**src/rtl/decode_stage.sv**
```systemverilog
// RV32I decode stage: combinational field/immediate decode plus optional first-illegal capture.
// Capture registers exist only when DECODE_ILLEGAL_CAPTURE_EN is defined.
module decode_stage (
  input  logic        clk_i,
  input  logic        rst_ni,
  input  logic [31:0] pc_i,
  input  logic [31:0] instruction_i,
  output logic [4:0]  rd_address_o,
  output logic [4:0]  rs1_address_o,
  output logic [4:0]  rs2_address_o,
  output logic [31:0] immediate_o,
  output logic        illegal_o,
  output logic        illegal_seen_o,
  output logic [31:0] illegal_pc_o,
  output logic [31:0] illegal_instruction_o
);

  localparam logic [6:0] OPC_LUI      = 7'b0110111;
  localparam logic [6:0] OPC_AUIPC    = 7'b0010111;
  localparam logic [6:0] OPC_JAL      = 7'b1101111;
  localparam logic [6:0] OPC_JALR     = 7'b1100111;
  localparam logic [6:0] OPC_BRANCH   = 7'b1100011;
  localparam logic [6:0] OPC_LOAD     = 7'b0000011;
  localparam logic [6:0] OPC_STORE    = 7'b0100011;
  localparam logic [6:0] OPC_OP_IMM   = 7'b0010011;
  localparam logic [6:0] OPC_OP       = 7'b0110011;
  localparam logic [6:0] OPC_MISC_MEM = 7'b0001111;
  localparam logic [6:0] OPC_SYSTEM   = 7'b1110011;

  logic [6:0]  opcode;
  logic [2:0]  funct3;
  logic [6:0]  funct7;
  logic [4:0]  f_rd, f_rs1, f_rs2;
  logic [31:0] i_imm, s_imm, b_imm, u_imm, j_imm;

  assign opcode = instruction_i[6:0];
  assign funct3 = instruction_i[14:12];
  assign funct7 = instruction_i[31:25];
  assign f_rd   = instruction_i[11:7];
  assign f_rs1  = instruction_i[19:15];
  assign f_rs2  = instruction_i[24:20];

  assign i_imm = {{20{instruction_i[31]}}, instruction_i[31:20]};
  assign s_imm = {{20{instruction_i[31]}}, instruction_i[31:25], instruction_i[11:7]};
  assign b_imm = {{19{instruction_i[31]}}, instruction_i[31], instruction_i[7],
                  instruction_i[30:25], instruction_i[11:8], 1'b0};
  assign u_imm = {instruction_i[31:12], 12'b0};
  assign j_imm = {{11{instruction_i[31]}}, instruction_i[31], instruction_i[19:12],
                  instruction_i[20], instruction_i[30:21], 1'b0};

  logic [4:0]  dec_rd, dec_rs1, dec_rs2;
  logic [31:0] dec_imm;
  logic        dec_ill;

  always_comb begin
    dec_rd  = 5'd0;
    dec_rs1 = 5'd0;
    dec_rs2 = 5'd0;
    dec_imm = 32'd0;
    dec_ill = 1'b0;
    case (opcode)
      OPC_LUI: begin
        dec_rd  = f_rd;
        dec_imm = u_imm;
      end
      OPC_AUIPC: begin
        dec_rd  = f_rd;
        dec_imm = pc_i + u_imm;
      end
      OPC_JAL: begin
        dec_rd  = f_rd;
        dec_imm = j_imm;
      end
      OPC_JALR: begin
        dec_rd  = f_rd;
        dec_rs1 = f_rs1;
        dec_imm = i_imm;
        dec_ill = (funct3 != 3'd0);
      end
      OPC_BRANCH: begin
        dec_rs1 = f_rs1;
        dec_rs2 = f_rs2;
        dec_imm = b_imm;
        dec_ill = (funct3 == 3'd2) || (funct3 == 3'd3);
      end
      OPC_LOAD: begin
        dec_rd  = f_rd;
        dec_rs1 = f_rs1;
        dec_imm = i_imm;
        dec_ill = (funct3 == 3'd3) || (funct3 == 3'd6) || (funct3 == 3'd7);
      end
      OPC_STORE: begin
        dec_rs1 = f_rs1;
        dec_rs2 = f_rs2;
        dec_imm = s_imm;
        dec_ill = (funct3 > 3'd2);
      end
      OPC_OP_IMM: begin
        dec_rd  = f_rd;
        dec_rs1 = f_rs1;
        dec_imm = i_imm;
        // Shifts carry a bare shamt; bit 10 tags an arithmetic right shift.
        if (funct3 == 3'd1) begin
          dec_imm = {27'd0, f_rs2};
          dec_ill = (funct7 != 7'b0000000);
        end else if (funct3 == 3'd5) begin
          if (funct7 == 7'b0000000)
            dec_imm = {27'd0, f_rs2};
          else if (funct7 == 7'b0100000)
            dec_imm = {21'd0, 1'b1, 5'd0, f_rs2};
          else
            dec_ill = 1'b1;
        end
      end
      OPC_OP: begin
        dec_rd  = f_rd;
        dec_rs1 = f_rs1;
        dec_rs2 = f_rs2;
        dec_ill = !((funct7 == 7'b0000000) ||
                    ((funct7 == 7'b0100000) && ((funct3 == 3'd0) || (funct3 == 3'd5))));
      end
      OPC_MISC_MEM: dec_ill = (funct3 != 3'd0);
      OPC_SYSTEM:   dec_ill = (instruction_i != 32'h0000_0073) &&
                              (instruction_i != 32'h0010_0073);
      default:      dec_ill = 1'b1;
    endcase
    if (instruction_i[1:0] != 2'b11)
      dec_ill = 1'b1;
  end

  // Illegal instructions are squashed to a NOP for downstream stages.
  assign illegal_o     = dec_ill;
  assign rd_address_o  = dec_ill ? 5'd0  : dec_rd;
  assign rs1_address_o = dec_ill ? 5'd0  : dec_rs1;
  assign rs2_address_o = dec_ill ? 5'd0  : dec_rs2;
  assign immediate_o   = dec_ill ? 32'd0 : dec_imm;

`ifdef DECODE_ILLEGAL_CAPTURE_EN
  always_ff @(posedge clk_i or negedge rst_ni) begin
    if (!rst_ni) begin
      illegal_seen_o        <= 1'b0;
      illegal_pc_o          <= 32'd0;
      illegal_instruction_o <= 32'd0;
    end else if (dec_ill && !illegal_seen_o) begin
      illegal_seen_o        <= 1'b1;
      illegal_pc_o          <= pc_i;
      illegal_instruction_o <= instruction_i;
    end
  end
`else
  logic unused_capture_inputs;
  assign unused_capture_inputs = clk_i ^ rst_ni;
  assign illegal_seen_o        = 1'b0;
  assign illegal_pc_o          = 32'd0;
  assign illegal_instruction_o = 32'd0;
`endif

endmodule

```
**config.mk**
```make
export PLATFORM = sky130hd
export DESIGN_NAME = decode_stage
export DESIGN_NICKNAME = d
export VERILOG_FILES = /design/src/rtl/decode_stage.sv
export SDC_FILE = /design/constraint.sdc
export NUM_CORES = 1
export LEC_CHECK = 0
export ABC_AREA = 0
export CAP_MARGIN = 20
export CORE_MARGIN = 3
export CORE_UTILIZATION = 31
export DETAILED_ROUTE_END_ITERATION = 16
export PLACE_DENSITY = 0.76
export SYNTH_ARGS = -nofsm -noshare
export SYNTH_HDL_FRONTEND = slang
export SYNTH_SLANG_ARGS = --single-unit
export TNS_END_PERCENT = 20
```
**constraint.sdc**
```tcl
create_clock -name vclk -period 5.4
set_input_delay 1.08 -clock vclk [all_inputs]
set_output_delay 1.08 -clock vclk [all_outputs]
set_load 0.01 [all_outputs]
```
==> impl_results.md <==
- RSZ-0062 raised after global routing: yes
- Initial antenna violation count: 0
- Initial core utilization: 0.324
- Sw Ratio: 0.543
- Tcrit/Tclk final: 0.992
- DRT iter0 DRCs: 173
- FFs & Latches: 0
- Worst Setup End Kind: primary output
- Layout clock buffer count: 0
- Routed Antenna Nets: 0
- Slowest-stage cell, CP: clkdlybuf4s50_1
- Pin count of the biggest net entering global routing: 33
- Worst-path cell chain: clkdlybuf4s50_1 -> ha_1 -> fa_1 -> a211o_1 -> a21oi_2 -> nor4_1 -> o41ai_1 -> o21ai_1 -> xnor2_1 -> o22ai_2 -> clkdlybuf4s50_1
- DP HPWL: 7520 um
- Startpoint Class: input port
- Seq pwr share: 0
- Via count: 3104
- Hold-fix buffers, CTS: 0
- Nets@finish: 572
- Final count of hold timing violations: 0
- Die W: 96.3 um
- Total grt overflow: 0
- Comb pwr share: 1.000
- Status: completed
- Final setup vio count: 0
- Final Max Slew Viols: 0
- Port bufs: 112
- Core Region: 7810 um2
- CP dominant cell by count: clkdlybuf4s50_1
- Ant diodes: 0
- Worst path max stage delay: 0.56 ns
- Synth Cell Area: 2530 um2
- Synthesized area per cell: 6.81 um2
- Max-cap viol count: 0
- Worst slew pin tran: 0.708 ns
- Total GRT Usage: 0.182
- Yosys cell types: 59
- Die H: 96.3 um
- Die area: 9270 um2
- Critical path type: in -> out
- Drt drc: 0
- Core Rows: 32
- Post-Route Utilization: 0.462
- Total Wirelength: 9340 um
- WP data arrival: 4.28 ns
- Placer's final routability congestion estimate: 0.934
- Sequential Area: 0 um2
- Vias in the first global route: 2740
- Psw: 132 uW
- YS warnings: 0
- Worst slew margin: 0.524
- Crit Path Max Fanout: 3
- Ports: 179
- Drt pass-1 iters: 5
- Minimum clock period: 5.36 ns
- Multi-input logic area: 2180 um2
- Clock power frac: 0
- F_max: 187 MHz
- Worst hold path class: in -> out
- Synthesized netlist cell count: 371
- Filler cells: 783
- Fraction of layout cells with a size suffix above 1: 0.0723
- Worst endpoint required time: 4.32 ns
- Leakage power: 0.00139 uW
- VDD IR-drop max: 0.0247 mV
- Synth-to-layout area growth: 42.6%
- Setup Buffers After CTS: 0
- First-pass GRT wire length: 13700 um
- Power Density: 67.5 nW/um2
- Routed vias/inst: 5.30
- Power Internal: 111 uW
- Routed wire length per instance: 15.9 um
- Seq/Total Area, Yosys: 0
- Worst hold margin: 3.21 ns
==> layer usage <==
metal  vias to the layer above  wire, um  global-route usage
met5                         -         0                   0
met4                         0       123              0.0164
met3                        10       814              0.0141
met2                       170      4700               0.338
met1                      1451      3710               0.237
li1                       1473         -                   -
==> path summary, 6_finish.rpt <==
path | startpoint | end | slack, ns | cells past startpoint
worst max-delay path | instruction_i[12] | immediate_o[30] | 0.04 | 11
worst min-delay path | instruction_i[9] | rd_address_o[2] | 3.21 | 3
==> power by group through the flow <==
stage,sequential (uW),combinational [uW],clock (uW)
2_1_floorplan,0,176,0
3_3_place_gp,0,230,0
3_5_place_dp,0,235,0
4_1_cts,0,237,0
5_1_grt,0,266,0
6_report,0,243,0
==> placed cells by master (no fill, tap or decap), drive strengths merged, types with 3 or more instances in the layout <==
master | Yosys | final
o211ai | 3 | 3
clkdlybuf4s50 | 0 | 112
a221oi | 13 | 13
o21ai | 17 | 17
and3 | 3 | 3
o22ai | 5 | 5
a31oi | 3 | 3
buf | 73 | 17
o21bai | 3 | 3
xnor2 | 7 | 7
nor3 | 10 | 10
and2 | 21 | 21
nor3b | 4 | 4
o21a | 4 | 4
nor2 | 38 | 38
a222oi | 4 | 4
a22oi | 6 | 6
inv | 9 | 9
nand3 | 8 | 8
conb | 1 | 65
nand2 | 17 | 17
nor2b | 7 | 7
a21o | 7 | 7
a21oi | 32 | 32
nor4 | 7 | 7
xor2 | 6 | 6
nand2b | 3 | 4
ha | 19 | 19
==> cell type report <==
type / count / share of cell area
multi-input cells: 346 / 0.605
well taps: 102 / 0.0354
repair buffers: 129 / 0.350
inverters: 9 / 0.00937
==> critical path, delay by kind of cell <==
family,cells,cell delay [ns]
xor+xnor,1,0.16
simple gates,1,0.10
compound gates,5,1.30
fa+ha+maj,2,0.66
buf+inv,2,0.99
==> timing repair <==
item / 4_1_cts / 5_1_grt
pin swaps: 1 / 1
cloned: 0 / 1
setup endpoints to repair: 1 / 14
resized for setup: 1 / 2
==> logic make-up (layout without fill, tap and decap cells) <==
| family | count (synthesis) | count (layout) | share of synthesized area |
|---|---|---|---|
| AND/OR/NAND/NOR | 127 | 128 | 0.262 |
| multiplexers | 2 | 2 | 0.00792 |
| AO/OA/AOI/OAI | 118 | 118 | 0.341 |
| XOR/XNOR | 13 | 13 | 0.0450 |
| other | 1 | 65 | 0.00148 |
| adder cells (fa/ha/maj) | 20 | 20 | 0.102 |
| buffers and inverters | 90 | 138 | 0.241 |
==> stage by stage <==
stage / cell area, um2 / worst slack (ns) / std cells / power (uW) / setup TNS (ns)
final: 3600 / 0.0408 / 586 / 243 / 0
after global routing: 3600 / -0.0395 / 586 / 266 / -0.0395
after CTS: 3590 / 0.0257 / 585 / 237 / 0
after detailed placement: 3590 / 0.00523 / 585 / 235 / 0
after global placement: 3590 / 0.0250 / 585 / 230 / 0
after floorplan: 2770 / 1.25 / 435 / 176 / 0
==> cell usage after synthesis (all sizes together), types with 3 or more instances <==
cell | instances | area, um2
inv | 9 | 33.8
nor4 | 7 | 43.8
a22oi | 6 | 45.0
and3 | 3 | 18.8
xor2 | 6 | 52.6
nor2b | 7 | 43.8
nor3b | 4 | 30.0
o21bai | 3 | 22.5
nor2 | 38 | 143
o21a | 4 | 30.0
xnor2 | 7 | 61.3
o21ai | 17 | 85.1
ha | 19 | 238
a31oi | 3 | 18.8
nor3 | 10 | 60.1
o22ai | 5 | 43.8
a21oi | 32 | 175
nand2b | 3 | 26.3
a222oi | 4 | 40.0
o211ai | 3 | 22.5
nand3 | 8 | 40.0
clkbuf | 8 | 30.0
buf | 73 | 544
a221oi | 13 | 114
nand2 | 17 | 63.8
and2 | 21 | 131
a21o | 7 | 52.6
Note: power is estimated with default switching activity, not from simulation.
